<file path="config.mk">
export PLATFORM = sky130hd
export DESIGN_NAME = unified_mem_arbiter
export DESIGN_NICKNAME = d
export VERILOG_FILES = /design/src/rtl/unified_mem_arbiter.sv
export SDC_FILE = /design/constraint.sdc
export NUM_CORES = 1
export LEC_CHECK = 0
export BUFFER_PORTS_ARGS = -buffer_cell sky130_fd_sc_hd__buf_2
export CAP_MARGIN = 15
export CORE_MARGIN = 10
export CORE_UTILIZATION = 43
export CTS_BUF_LIST = sky130_fd_sc_hd__clkbuf_8
export DETAILED_ROUTE_END_ITERATION = 6
export PLACE_DENSITY = 0.89
export REMOVE_ABC_BUFFERS = 1
export SYNTH_ARGS = -nofsm -noshare
export SYNTH_HDL_FRONTEND = slang
export SYNTH_SLANG_ARGS = --single-unit
</file>
<file path="constraint.sdc">
create_clock -name clk -period 1.5 [get_ports clk]
set_clock_uncertainty 0.15 [all_clocks]
set_input_delay 0.3 -clock clk [delete_from_list [all_inputs] [get_ports clk]]
set_output_delay 0.3 -clock clk [all_outputs]
set_load 0.02 [all_outputs]
</file>
<file path="src/rtl/unified_mem_arbiter.sv">
// Arbiter sharing one fixed-latency single-port RAM between the IF fetch port
// and the MEM load/store port; data port has fixed priority over fetch.
//
// Ports:
//   clk, rst                      clock, synchronous active-high reset
//   if_req/if_addr                fetch request (held until if_ack)
//   if_rdata/if_ack/if_stall      fetch data, 1-cycle completion pulse, stall
//   mem_req/mem_we/mem_addr/      data request (held until mem_ack),
//   mem_wdata                     store select, address, store data
//   mem_rdata/mem_ack/mem_stall   load data, 1-cycle completion pulse, stall
//   ram_en/ram_we/ram_addr/       RAM strobe (one cycle per access), write
//   ram_din/ram_dout              enable, address, write data, read data
//   busy                          arbiter is not idle
module unified_mem_arbiter #(
    parameter int LATENCY    = 2,
    parameter int ADDR_WIDTH = 32
) (
    input  logic                  clk,
    input  logic                  rst,
    input  logic                  if_req,
    input  logic [ADDR_WIDTH-1:0] if_addr,
    output logic [31:0]           if_rdata,
    output logic                  if_ack,
    output logic                  if_stall,
    input  logic                  mem_req,
    input  logic                  mem_we,
    input  logic [ADDR_WIDTH-1:0] mem_addr,
    input  logic [31:0]           mem_wdata,
    output logic [31:0]           mem_rdata,
    output logic                  mem_ack,
    output logic                  mem_stall,
    output logic                  ram_en,
    output logic                  ram_we,
    output logic [ADDR_WIDTH-1:0] ram_addr,
    output logic [31:0]           ram_din,
    input  logic [31:0]           ram_dout,
    output logic                  busy
);

    typedef enum logic [1:0] {
        S_IDLE,
        S_ISSUE,
        S_WAIT,
        S_DONE
    } state_t;

    // Counter spans 1..LATENCY, so 4 bits cover the full 1..15 range.
    localparam logic [3:0] LAT = 4'(LATENCY);

    state_t                state_q, state_d;
    logic [3:0]            cnt_q, cnt_d;
    logic                  owner_q, owner_d;  // 1 = data port, 0 = fetch port
    logic                  we_q, we_d;
    logic [ADDR_WIDTH-1:0] addr_q, addr_d;
    logic [31:0]           wdata_q, wdata_d;
    logic [31:0]           if_rdata_q, if_rdata_d;
    logic [31:0]           mem_rdata_q, mem_rdata_d;

    always_comb begin
        state_d     = state_q;
        cnt_d       = cnt_q;
        owner_d     = owner_q;
        we_d        = we_q;
        addr_d      = addr_q;
        wdata_d     = wdata_q;
        if_rdata_d  = if_rdata_q;
        mem_rdata_d = mem_rdata_q;
        unique case (state_q)
            S_IDLE: begin
                if (mem_req) begin
                    owner_d = 1'b1;
                    we_d    = mem_we;
                    addr_d  = mem_addr;
                    wdata_d = mem_wdata;
                    state_d = S_ISSUE;
                end else if (if_req) begin
                    owner_d = 1'b0;
                    we_d    = 1'b0;
                    addr_d  = if_addr;
                    state_d = S_ISSUE;
                end
            end
            S_ISSUE: begin
                cnt_d   = 4'd1;
                state_d = S_WAIT;
            end
            S_WAIT: begin
                if (cnt_q == LAT) begin
                    // Stores capture too; the requester ignores the value.
                    if (owner_q) begin
                        mem_rdata_d = ram_dout;
                    end else begin
                        if_rdata_d = ram_dout;
                    end
                    state_d = S_DONE;
                end else begin
                    cnt_d = cnt_q + 4'd1;
                end
            end
            S_DONE: begin
                state_d = S_IDLE;
            end
            default: begin
                state_d = S_IDLE;
            end
        endcase
    end

    always_ff @(posedge clk) begin
        if (rst) begin
            state_q     <= S_IDLE;
            cnt_q       <= '0;
            owner_q     <= 1'b0;
            we_q        <= 1'b0;
            addr_q      <= '0;
            wdata_q     <= '0;
            if_rdata_q  <= '0;
            mem_rdata_q <= '0;
        end else begin
            state_q     <= state_d;
            cnt_q       <= cnt_d;
            owner_q     <= owner_d;
            we_q        <= we_d;
            addr_q      <= addr_d;
            wdata_q     <= wdata_d;
            if_rdata_q  <= if_rdata_d;
            mem_rdata_q <= mem_rdata_d;
        end
    end

    assign ram_en    = (state_q == S_ISSUE);
    assign ram_we    = ram_en & we_q;
    assign ram_addr  = addr_q;
    assign ram_din   = wdata_q;
    assign if_rdata  = if_rdata_q;
    assign mem_rdata = mem_rdata_q;
    assign if_ack    = (state_q == S_DONE) & ~owner_q;
    assign mem_ack   = (state_q == S_DONE) & owner_q;
    assign if_stall  = if_req & ~if_ack;
    assign mem_stall = mem_req & ~mem_ack;
    assign busy      = (state_q != S_IDLE);

endmodule

</file>
[Word level (Yosys, flattened, before mapping)]
Index checks and enable logic that the tools add are counted.
Operators by class
  add/subtract/negate cells: 1
  eq/ne operators: 7
  mux-type cells: 11
  bitwise logic cells: 8
  reductions and logical operators: 10
Operators with widths (number)
  two-way mux 32 bit: 2
  one-hot mux 2 bit (4 select lines): 1
  one-hot mux 4 bit (2 select lines): 1
  AND reduction 2 bit: 4
  two-way mux 2 bit: 3
  AND reduction 3 bit: 2
  nonzero test 2 bit: 3
  AND 1 bit: 5
  adder 4 x 1 -> 4 bit (second input constant): 1
  == test 2 bit (second input constant): 2
  == test 4 x 2 -> 1 bit (second input constant): 1
  two-way mux 4 bit: 1
  inequality test 2 bit (second input constant): 2
  two-way mux 1 bit: 3
  inequality test 3 bit (second input constant): 1
  NOT 1 bit: 3
  == test 2 x 1 -> 1 bit (second input constant): 1
  zero test 2 bit: 1
Word-level totals
  register bits: 136
  input port bits: 133
  logic and storage cells: 45

[Longest topological paths before layout]
Gate-level depths: netlist of the first run.
  depth after elaboration: 4
  mapped depth: 7
  gate-level depth less buffers: 5

[Worst setup path after synthesis of the first run]
Ideal clock, no wire load.
  kind: register -> register
  start: register state_q[0]
  end: register cnt_q[0]
  library setup time: 0.138 ns
  arrival: 1.314 ns
  slack: -0.102 ns
  stages on the path, launching flop included: 7
  path buffers: 1
  clock period less this slack: 1.602 ns
  cell sequence: dfxtp_1 > inv_1 > ha_1 > clkbuf_1 > or2_2 > a21oi_1 > a311oi_1
On the way
  word-level cells in the longest chain between the ends: 3
  elaborated cells between the ends (all ways): 6
  those cells by class: eq/ne: 3; mux: 1; reduce/logical: 2
RTL lines
  start: declaration: line 50  | state_t state_q, state_d;
  start signal: assignment: line 120  | state_q <= state_d;
  == test 2 bit / == test 2 x 1 -> 1 bit (equally long branches): line 68  | unique case (state_q)
  inequality test 2 bit (no source line) / nonzero test 2 bit (equally long branches)
  AND reduction 2 bit (no source line)
  end signal: assignment: line 121  | cnt_q <= cnt_d;
  end: declaration: line 51  | logic [3:0] cnt_q, cnt_d;
Parallel ways exist; a longest one is shown, timed or not.
A chain may end at the register's enable or synchronous reset.

[Worst setup path after layout of the first run]
  start: register state_q[1]
  end: output port mem_stall
On the way
  word-level cells in the longest chain between the ends: 4
RTL lines
  == test 2 bit: line 138  | assign mem_ack = (state_q == S_DONE) & owner_q;
  AND 1 bit: line 138
  NOT 1 bit: line 140  | assign mem_stall = mem_req & ~mem_ack;
  AND 1 bit: line 140
  end: declaration: line 31  | output logic mem_stall,
Every way passes these cells.

==> results_tabular.tex, run 1 <==
\begin{tabular}{lr}
\hline
Metric & Value \\
\hline
\multicolumn{2}{l}{\textbf{Outcome}} \\
Outcome & complete, but fails checks \\
Failing checks & negative setup slack \\
\multicolumn{2}{l}{\textbf{Detailed routing}} \\
Routed wire length & 21760 µm \\
Via density per instance & 5.418 \\
Pre-antenna DRT Iters & 5 \\
Antenna Nets Post-Route & 0 \\
First DRT Iteration DRCs & 438 \\
Routed wirelength normalized by instance count & 19.00 µm \\
Detailed-route DRC error count & 0 \\
Total vias in the final route & 6204 \\
\multicolumn{2}{l}{\textbf{Worst setup path}} \\
Endpoint class of the critical path & output pin \\
Critical path startpoint & state\_q[1] \\
Signal arrival time at the worst endpoint & 1.45 ns \\
Worst-path maximum fanout & 4 \\
R2R Path Start & state\_q[0] \\
Required time of the worst setup path & 1.05 ns \\
Kind of launch point of the worst setup path & flip-flop \\
WS Path Type & reg2out \\
\multicolumn{2}{l}{\textbf{Timing}} \\
Number of setup violations in the final report & 122 \\
Post-route minimum period & 1.905 ns \\
Maximum clock frequency & 525.0 MHz \\
Final max-slew violation count & 0 \\
Slew Limit Headroom & 0.7784 \\
Final hold vios & 0 \\
Worst-Margin Slew & 0.3231 ns \\
Final Hold Slack & 0.04540 ns \\
Post-layout worst setup margin & -0.4047 ns \\
Fraction of the cycle the final worst path needs & 1.270 \\
RSZ-0062 raised after global routing & yes \\
\multicolumn{2}{l}{\textbf{Clocking}} \\
Later-pin clock latency in the skew report & 0.44 ns \\
Max Root-Sink Buffers & 2 \\
Cell chosen for the clock root & clkbuf\_8 \\
Number of levels the H-tree was split into & 4 \\
Clk pin slew, worst setup/hold paths & 0.07 ns \\
Post-CTS setup buffer count & 0 \\
Total clock buffers created by CTS & 17 \\
TritonCTS clock tree & yes \\
Clock sink count & 136 \\
\multicolumn{2}{l}{\textbf{Power}} \\
IR drop worst, VDD & 0.001028 V \\
Net switching power & 0.004627 W \\
Power density over the cells & 1503 nW/µm² \\
Comb pwr share & 0.389 \\
Proportion of total power due to net switching & 0.3616 \\
Internal power of the cells & 0.008170 W \\
P\_leak & 3.823 nW \\
Clk pwr share & 0.261 \\
Flop pwr share & 0.349 \\
\multicolumn{2}{l}{\textbf{Logic synthesis}} \\
Portion of the post-synthesis area used by sequential elements & 0.4995 \\
Cell variety after synth & 35 \\
Mean area per synthesized cell & 8.624 µm² \\
Warning count from the yosys run & 0 \\
Flip-flop and latch count after synthesis & 136 \\
Syn Inst Count & 632 \\
Cell type with the highest aggregate area in the netlist & dfxtp\_1 \\
Fraction of synthesized cell area taken by the top area cell type & 0.4995 \\
Biggest area contributors in the synthesized netlist & dfxtp\_1 50\%, a21oi\_1 9.2\%, mux2i\_1 6.1\% \\
Mapped Area & 5450 µm² \\
\multicolumn{2}{l}{\textbf{Cells and area}} \\
Final Net Count & 1098 \\
Fraction of layout cells with a size suffix above 1 & 0.3918 \\
Area Overhead vs Synth & 56.18\% \\
\multicolumn{2}{l}{\textbf{Global route}} \\
Number of global-route vias before repair & 6252 \\
Global-route wire length before repair & 33480 µm \\
Initial antenna violation count & 3 \\
Total global routing overflow & 0 \\
Pin count of the biggest net entering global routing & 59 \\
Overall track demand over capacity in global routing & 0.2333 \\
\multicolumn{2}{l}{\textbf{Floorplan}} \\
Effective utilization at floorplan & 0.4354 \\
Placeable core region & 12520 µm² \\
Floorplan die area & 17580 µm² \\
Die Span Y & 132.6 µm \\
Row count & 41 \\
Count of pins on the block boundary & 268 \\
Die Wd & 132.6 µm \\
\multicolumn{2}{l}{\textbf{Placed design}} \\
Post-detail-place hpwl & 12930 µm \\
Post-placement worst setup slack & -0.1809 ns \\
Gp weighted congestion & 0.7817 \\
Buffers added on ports & 267 \\
\multicolumn{2}{l}{\textbf{Job}} \\
Max capacitance violation total & 0 \\
\multicolumn{2}{l}{\textbf{Hold path}} \\
Path class of the lowest-slack min-delay path & in2reg \\
Critical hold path startpoint & if\_addr[2] \\
\hline
\end{tabular}
[worst paths after layout]
kind | endpoint | slack, ns | cells after the start
hold reg to reg | ram_din[7] | 0.31 | 2
hold / removal | ram_addr[2] | 0.05 | 3
setup reg to reg | if_rdata[7] | -0.39 | 6
setup / recovery | mem_stall | -0.40 | 5
[kinds of logic after synthesis]
family	count (synthesis)	synth area share
adders and majority gates	7	0.01607
muxes	33	0.06061
AOI/OAI and AO/OA	206	0.2087
buffers and inverters	66	0.06152
and+or+nand+nor	184	0.1536
DFF	136	0.4995
[critical path, stage by stage (launching register included)]
cell and delay (ns):
dfxtp_2 0.34, buf_6 0.12, ha_4 0.14, and2_4 0.16, nor2b_1 0.10, buf_4 0.15
[per-layer routing]
metal,share of wire,up-vias,global-route usage
met5,0,-,0
met4,0.035,0,0.1106
met3,0.11,57,0.1060
met2,0.49,396,0.3913
met1,0.36,2884,0.2443
li1,-,2867,-
[layout by cell type, fill, tap and decap left out, types with 2 or more instances in the layout]
cell and instances:
a211oi_1 12, mux2i_1 33, nor2b_1 3, bufbuf_16 3
dfxtp_1 130, nand2b_1 3, clkbuf_8 21, clkinvlp_4 2
a21oi_2 5, buf_2 255, ha_4 3, inv_1 6
diode_2 3, ha_1 3, dfxtp_2 6, and2_4 2
buf_6 5, inv_2 2, a21oi_1 95, buf_12 10
o21ai_1 8, o21ai_0 59, dlygate4sd3_1 65, nor2_1 35
bufinv_16 4, a211oi_2 21, buf_4 30, nand2_1 65
nand3_1 65
[metrics by stage]
stage | area [µm²] | utilization | total power (W) | setup TNS [ns] | std cells
floorplan | 5134 | - | 0.006710 | -114.06 | 571
global placement | 7068 | 0.5647 | 0.008426 | -10.26 | 1043
detailed placement | 7068 | 0.5647 | 0.008521 | -13.89 | 1043
CTS | 8402 | 0.6712 | 0.01254 | -18.62 | 1142
global route | 8512 | 0.6800 | 0.01344 | -31.62 | 1145
finish | 8512 | 0.6800 | 0.01280 | -19.29 | 1145
[power groups by stage]
stage	clock network (W)	registers [W]	logic (W)
3_5_place_dp	0	0.00449	0.00403
3_3_place_gp	0	0.00447	0.00396
4_1_cts	0.00338	0.00444	0.00472
5_1_grt	0.00357	0.00452	0.00535
6_report	0.00335	0.00447	0.00498
2_1_floorplan	0	0.00513	0.00158
[Yosys cell counts (all sizes together)]
| cell type | instances |
|---|---|
| a211oi | 33 |
| a21o | 1 |
| a21oi | 100 |
| a22oi | 1 |
| a311oi | 2 |
| a41oi | 1 |
| and2 | 3 |
| and4bb | 1 |
| buf | 26 |
| clkbuf | 35 |
| dfxtp | 136 |
| ha | 7 |
| inv | 5 |
| mux2i | 33 |
| nand2 | 66 |
| nand2b | 3 |
| nand3 | 65 |
| nand3b | 1 |
| nand4b | 1 |
| nand4bb | 1 |
| nor2 | 35 |
| nor2b | 4 |
| nor3 | 1 |
| nor3b | 1 |
| o21a | 1 |
| o21ai | 67 |
| or2 | 1 |
| or3b | 1 |
[state kept, by name (all words and copies together), names as in the netlist]
signal and cells:
mem_rdata 32, cnt_q 4, owner_q 1, we_q 1, ram_addr 32, ram_din 32
if_rdata 32, state_q 2
[cell type report]
| cell class | instances | area (µm²) |
|---|---|---|
| Clock inverter | 10 | 151.4 |
| Sequential cell | 136 | 2730 |
| Clock buffer | 21 | 289.0 |
| Timing Repair Buffer | 368 | 2506 |
| Tap cell | 172 | 215.2 |
| Fill cell | 938 | 4005 |
| Antenna cell | 3 | 7.507 |
| Multi-Input combinational cell | 430 | 2594 |
| Inverter | 5 | 18.77 |
[what timing repair did]
item	in CTS	in global routing
setup endpoints to repair	141	145
gates cloned	3	0
gates resized for setup	38	25
hold buffers	65	0
endpoints found under the hold margin	96	0
pin swaps	3	0
No activity file was read; power rests on OpenSTA's default activity.
==> inputs of run 2 (changes only) <==
Settings changed: MAX_ROUTING_LAYER from default to met4, SKIP_LAST_GASP from default to 1.
==> run 2 against run 1 <==
  * The run still ends with negative setup slack left
  * Via count is essentially flat
  * Cell count hardly changed
  * First-iteration DRC count fell by 3.0%
  * Core utilization down 0.90 points
  * Fmax fell by 0.20%
  * Power fell by 1.6%
  * Register-to-register slack got worse by 0.02 ns
  * Sequential power hardly changed
  * Critical path depth grew 1
  * Die area unchanged
  * Worst hold slack better by 0.0027 ns
  * Non-clock buffer count stayed put
  * Critical path type is now reg2reg
  * Highest routed layer unchanged
==> results_tabular.tex, run 2 (synthesis results as in run 1) <==
\begin{tabular}{lr}
\hline
Metric & Value \\
\hline
\multicolumn{2}{l}{\textbf{Outcome}} \\
Outcome & complete, but fails checks \\
Failing checks & negative setup slack \\
\multicolumn{2}{l}{\textbf{Global route}} \\
Met1 usage & 0.2632 \\
Overall track demand over capacity in global routing & 0.2402 \\
Global-route wire length before repair & 33490 µm \\
Most used routing layer in global routing & met2 \\
Total global routing overflow & 0 \\
Initial antenna violation count & 2 \\
Met2 capacity usage during global routing & 0.3918 \\
Pin count of the biggest net entering global routing & 59 \\
Number of global-route vias before repair & 6325 \\
Global Route met3 Usage & 0.07797 \\
\multicolumn{2}{l}{\textbf{Timing}} \\
Slew Limit Headroom & 0.7634 \\
Final sum of negative setup slack & -19.88 ns \\
Fraction of the cycle the final worst path needs & 1.272 \\
Final max-slew violation count & 0 \\
RSZ-0062 raised after global routing & yes \\
Post-route minimum period & 1.909 ns \\
Post-layout worst setup margin & -0.4086 ns \\
Worst-Margin Slew & 0.3450 ns \\
Final Hold Slack & 0.04811 ns \\
Final hold vios & 0 \\
Maximum clock frequency & 524.0 MHz \\
Number of setup violations in the final report & 128 \\
\multicolumn{2}{l}{\textbf{Floorplan}} \\
Placeable core region & 12520 µm² \\
Effective utilization at floorplan & 0.4354 \\
Die Span Y & 132.6 µm \\
Floorplan die area & 17580 µm² \\
Row count & 41 \\
Count of pins on the block boundary & 268 \\
Die Wd & 132.6 µm \\
\multicolumn{2}{l}{\textbf{Cells and area}} \\
Fin util & 0.6710 \\
Fraction of layout cells with a size suffix above 1 & 0.3701 \\
Highest-count cells in the layout ignoring fill and taps & 260 x buf\_2, 132 x dfxtp\_1, 99 x a21oi\_1 \\
Final Net Count & 1098 \\
Final standard cell area without fillers & 8399 µm² \\
Area Overhead vs Synth & 54.11\% \\
Most common cell after layout, fill and taps aside & buf\_2 \\
\multicolumn{2}{l}{\textbf{Worst setup path}} \\
Endpoint of the most critical setup path & if\_rdata[7] \\
Capture point of the worst reg-to-reg path & if\_rdata[7] \\
Worst-path maximum fanout & 19 \\
Endpoint class of the critical path & flip-flop \\
Critical path's largest stage delay & 0.33 ns \\
Critical path startpoint & state\_q[0] \\
Kind of launch point of the worst setup path & flip-flop \\
Worst reg2reg setup slack & -0.41 ns \\
WS Path Type & reg2reg \\
Cells on worst reg2reg path & 6 \\
Required time of the worst setup path & 1.71 ns \\
Worst path slowest cell & dfxtp\_2 \\
Crit-path cells & inv\_1 -> ha\_1 -> and4bb\_4 -> bufbuf\_16 -> nand3\_1 -> a21oi\_1 \\
Signal arrival time at the worst endpoint & 2.12 ns \\
R2R Path Start & state\_q[0] \\
\multicolumn{2}{l}{\textbf{Detailed routing}} \\
First DRT Iteration DRCs & 425 \\
Routed wire length & 21300 µm \\
Total vias in the final route & 6198 \\
Via density per instance & 5.418 \\
Pre-antenna DRT Iters & 5 \\
Antenna Nets Post-Route & 0 \\
Routed wirelength normalized by instance count & 18.62 µm \\
Detailed-route DRC error count & 0 \\
\multicolumn{2}{l}{\textbf{Clocking}} \\
Number of levels the H-tree was split into & 4 \\
Clk pin slew, worst setup/hold paths & 0.08 ns \\
Later-pin clock latency in the skew report & 0.44 ns \\
TritonCTS clock tree & yes \\
Clock sink count & 136 \\
Post-CTS setup buffer count & 0 \\
Cell chosen for the clock root & clkbuf\_8 \\
Total clock buffers created by CTS & 17 \\
Max Root-Sink Buffers & 2 \\
\multicolumn{2}{l}{\textbf{Placed design}} \\
Gp weighted congestion & 0.7925 \\
Post-detail-place hpwl & 12930 µm \\
Buffers added on ports & 267 \\
Post-DP Area & 7068 µm² \\
\multicolumn{2}{l}{\textbf{Power}} \\
IR drop worst, VDD & 0.001008 V \\
Power density over the cells & 1499 nW/µm² \\
P\_leak & 3.806 nW \\
\multicolumn{2}{l}{\textbf{Job}} \\
Max capacitance violation total & 0 \\
\multicolumn{2}{l}{\textbf{Hold path}} \\
Path class of the lowest-slack min-delay path & in2reg \\
\hline
\end{tabular}
run 2: changes by cell type in the layout (fill, tap and decap cells not counted), moves of 2 or more:
cell	before	now
a21oi_2	5	1
dfxtp_2	6	4
dfxtp_1	130	132
buf_4	30	26
buf_2	255	260
a21oi_1	95	99
a211oi_2	21	8
a211oi_1	12	25
run 2: per-layer routing:
layer / vias up / wire length, µm
li1: 2864 / -
met1: 2879 / 8057
met2: 406 / 10470
met3: 49 / 2024
met4: 0 / 748
met5: - / 0
run 2: through the flow:
| stage | std cells | setup slack, ns | power, W |
|---|---|---|---|
| after floorplan | 571 | -1.184 | 0.006710 |
| after global placement | 1043 | -0.1145 | 0.008426 |
| after detailed placement | 1043 | -0.1809 | 0.008521 |
| after CTS | 1142 | -0.4544 | 0.01253 |
| after global routing | 1144 | -0.4934 | 0.01324 |
| final | 1144 | -0.4086 | 0.01259 |
run 2: where the power goes:
group / total, W / internal (W) / switching, W
clock: 0.00335 / 0.00196 / 0.00139
sequential: 0.00446 / 0.00415 / 0.000311
combinational: 0.00479 / 0.00197 / 0.00281
total: 0.0126 / 0.00808 / 0.00451
run 2: final cells by class:
type                       instances  area (µm²)
inverter                           5       18.77
timing repair buffer             368        2490
antenna                            2       5.005
fill                             940        4118
clock inverter                    10       151.4
tap                              172       215.2
clock buffer                      21       289.0
sequential                       136        2728
multi-input combinational        430        2502
run 2: how the worst min path moves through the flow:
stage,start,end,cells past startpoint
final,if_addr[2],ram_addr[2],3
after global routing,if_addr[7],ram_addr[7],3
after CTS,if_addr[2],ram_addr[2],3
after detailed placement,ram_din[7],ram_din[7],2
after global placement,ram_din[28],ram_din[28],2
after floorplan,rst,state_q[0],1
run 2: critical path, delay by kind of cell (launching register included):
| kind | cells | cell delay [ns] |
|---|---|---|
| AND/OR/NAND/NOR | 2 | 0.44 |
| AO/OA/AOI/OAI | 1 | 0.21 |
| flip-flops | 1 | 0.33 |
| buffers and inverters | 2 | 0.44 |
| adder cells (fa/ha/maj) | 1 | 0.25 |
run 2: repair_timing:
| action | CTS | global route |
|---|---|---|
| pin swaps | 3 | 0 |
| resized for setup | 36 | 0 |
| gates cloned | 3 | 0 |
| endpoints found under the hold margin | 96 | 0 |
| endpoints found under the setup margin | 141 | 148 |
| hold buffers | 65 | 0 |
==> inputs of run 3 (changes only) <==
Settings changed: CORE_UTILIZATION 43 to 48, MAX_ROUTING_LAYER met4 to default, PLACE_DENSITY 0.89 to 0.93.
Clock period 1.5 ns to 1.85 ns, I/O delays scaled along.
==> run 3 against run 2 <==
  * The flow still finishes with violations (negative setup slack)
  * Cell count shrank 9.2%
  * Worst setup slack gained 0.36 ns
  * Count of clock-buffer cells in the layout did not move
  * Non-clock buffer count shrank 72
  * Sequential power down 19%
  * Routed wire length is 14% lower
  * Largest cell class unchanged
  * Highest routed layer unchanged
==> results_tabular.tex, run 3 (synthesis results as in run 1) <==
\begin{tabular}{lr}
\hline
Metric & Value \\
\hline
\multicolumn{2}{l}{\textbf{Timing}} \\
Slew Limit Headroom & 0.6122 \\
Post-route minimum period & 1.901 ns \\
Worst-Margin Slew & 0.5817 ns \\
Number of setup violations in the final report & 3 \\
Final hold vios & 0 \\
RSZ-0062 raised after global routing & yes \\
Maximum clock frequency & 526.0 MHz \\
Fraction of the cycle the final worst path needs & 1.028 \\
Final max-slew violation count & 0 \\
Post-layout worst setup margin & -0.05118 ns \\
\multicolumn{2}{l}{\textbf{Placed design}} \\
Post-placement worst setup slack & 0.01894 ns \\
Post-DP Area & 6868 µm² \\
Buffers added on ports & 267 \\
Post-detail-place hpwl & 12820 µm \\
Placed cell count & 993 \\
Gp weighted congestion & 0.8285 \\
\multicolumn{2}{l}{\textbf{Power}} \\
Net switching power & 0.003462 W \\
IR drop worst, VDD & 0.0008505 V \\
P\_leak & 3.421 nW \\
Proportion of total power due to net switching & 0.3705 \\
Internal power of the cells & 0.005883 W \\
Comb pwr share & 0.346 \\
Power density over the cells & 1243 nW/µm² \\
Clk pwr share & 0.267 \\
Flop pwr share & 0.387 \\
\multicolumn{2}{l}{\textbf{Detailed routing}} \\
Pre-antenna DRT Iters & 5 \\
Antenna Nets Post-Route & 0 \\
Routed wirelength normalized by instance count & 17.54 µm \\
Via density per instance & 5.468 \\
Routed wire length & 18220 µm \\
Detailed-route DRC error count & 0 \\
First DRT Iteration DRCs & 557 \\
Total vias in the final route & 5681 \\
\multicolumn{2}{l}{\textbf{Cells and area}} \\
Final standard cell area without fillers & 7520 µm² \\
Highest-count cells in the layout ignoring fill and taps & 261 x buf\_2, 133 x dfxtp\_1, 100 x a21oi\_1, 66 x nand2\_1, 65 x nand3\_1 \\
Finished Layout Cells & 1039 \\
Most common cell after layout, fill and taps aside & buf\_2 \\
Number of filler cells placed in the layout & 833 \\
Fraction of layout cells with a size suffix above 1 & 0.3726 \\
Antenna cells & 0 \\
Final Net Count & 1026 \\
Area Overhead vs Synth & 37.97\% \\
\multicolumn{2}{l}{\textbf{Global route}} \\
Pin count of the biggest net entering global routing & 66 \\
Global-route wire length before repair & 27790 µm \\
Number of global-route vias before repair & 5518 \\
Initial antenna violation count & 1 \\
Total global routing overflow & 0 \\
Overall track demand over capacity in global routing & 0.2099 \\
\multicolumn{2}{l}{\textbf{Floorplan}} \\
Count of pins on the block boundary & 268 \\
Effective utilization at floorplan & 0.4962 \\
Placeable core region & 10980 µm² \\
Die Span Y & 126.6 µm \\
Floorplan die area & 16020 µm² \\
Die Wd & 126.6 µm \\
Row count & 38 \\
\multicolumn{2}{l}{\textbf{Worst setup path}} \\
Endpoint class of the critical path & output pin \\
R2R Path Start & state\_q[0] \\
Kind of launch point of the worst setup path & flip-flop \\
Required time of the worst setup path & 1.33 ns \\
Cells on worst reg2reg path & 6 \\
Signal arrival time at the worst endpoint & 1.38 ns \\
Capture point of the worst reg-to-reg path & if\_rdata[21] \\
Worst-path maximum fanout & 4 \\
WS Path Type & reg2out \\
Critical path startpoint & state\_q[1] \\
Worst reg2reg setup slack & 0.09 ns \\
\multicolumn{2}{l}{\textbf{Hold path}} \\
Endpoint of the worst hold-timing path & ram\_din[2] \\
Critical hold path startpoint & mem\_wdata[2] \\
Path class of the lowest-slack min-delay path & in2reg \\
Depth of the worst hold-timing path & 3 \\
\multicolumn{2}{l}{\textbf{Clocking}} \\
Cell chosen for the clock root & clkbuf\_8 \\
Max Root-Sink Buffers & 2 \\
Number of levels the H-tree was split into & 4 \\
Clk pin slew, worst setup/hold paths & 0.08 ns \\
Total clock buffers created by CTS & 17 \\
Clock sink count & 136 \\
TritonCTS clock tree & yes \\
Later-pin clock latency in the skew report & 0.44 ns \\
\multicolumn{2}{l}{\textbf{Outcome}} \\
Outcome & complete, but fails checks \\
Failing checks & negative setup slack \\
\multicolumn{2}{l}{\textbf{Job}} \\
Max capacitance violation total & 0 \\
\hline
\end{tabular}
[run 3: worst max path at each step]
stage	endpoint	slack (ns)	cells past startpoint
floorplan	if_rdata[0]	-0.83	5
global route	mem_stall	-0.13	4
global placement	mem_rdata[19]	0.11	6
finish	mem_stall	-0.05	4
detailed placement	mem_rdata[2]	0.02	6
CTS	mem_stall	-0.07	4
[run 3: per-stage QoR]
stage / util / hold slack (ns) / setup TNS, ns / total power, W
after floorplan: - / 0.2846 / -69.99 / 0.005440
after detailed placement: 0.6253 / 0.2930 / 0 / 0.006727
after global routing: 0.6847 / 0.004917 / -0.3823 / 0.009871
after CTS: 0.6793 / 0.0003394 / -0.2119 / 0.009345
final: 0.6847 / 0.01905 / -0.09279 / 0.009346
after global placement: 0.6253 / 0.2890 / 0 / 0.006639
[run 3: timing repair]
action                                 in CTS  in global routing
setup endpoints to repair                   8                 71
pin swaps                                   0                  2
hold buffers                               11                  1
gates resized for setup                    20                  8
endpoints found under the hold margin      11                  1
gates cloned                                0                  1
buffers inserted                            1                  0
[run 3: worst max-delay path, stage by stage (launching register included)]
cell,delay [ns]
dfxtp_4,0.37
ha_4,0.17
and2_4,0.16
nor2b_1,0.10
buf_4,0.16
[run 3: layout make-up]
cell class / count / area, µm² / area share
Clock inverter: 11 / 120.1 / 0.01597
Tap cell: 140 / 175.2 / 0.02329
Multi-Input combinational cell: 430 / 2457 / 0.3268
Clock buffer: 21 / 289.0 / 0.03844
Inverter: 5 / 18.77 / 0.002496
Sequential cell: 136 / 2731 / 0.3632
Timing Repair Buffer: 296 / 1728 / 0.2298
[run 3: routing by layer]
| metal | part of all wire | up-vias | wire length [µm] | global-route usage |
|---|---|---|---|---|
| met3 | 0.14 | 39 | 2564 | 0.1179 |
| met5 | 0 | - | 0 | 0 |
| li1 | - | 2730 | - | - |
| met4 | 0.027 | 0 | 496 | 0.08171 |
| met2 | 0.47 | 320 | 8585 | 0.3408 |
| met1 | 0.36 | 2592 | 6576 | 0.2223 |
[run 3: power by group through the flow]
stage	Combinational [W]	Sequential, W	Clock [W]
floorplan	0.00128	0.00416	0
global placement	0.00302	0.00362	0
detailed placement	0.00309	0.00364	0
CTS	0.00320	0.00361	0.00253
global route	0.00353	0.00368	0.00267
finish	0.00323	0.00362	0.00249
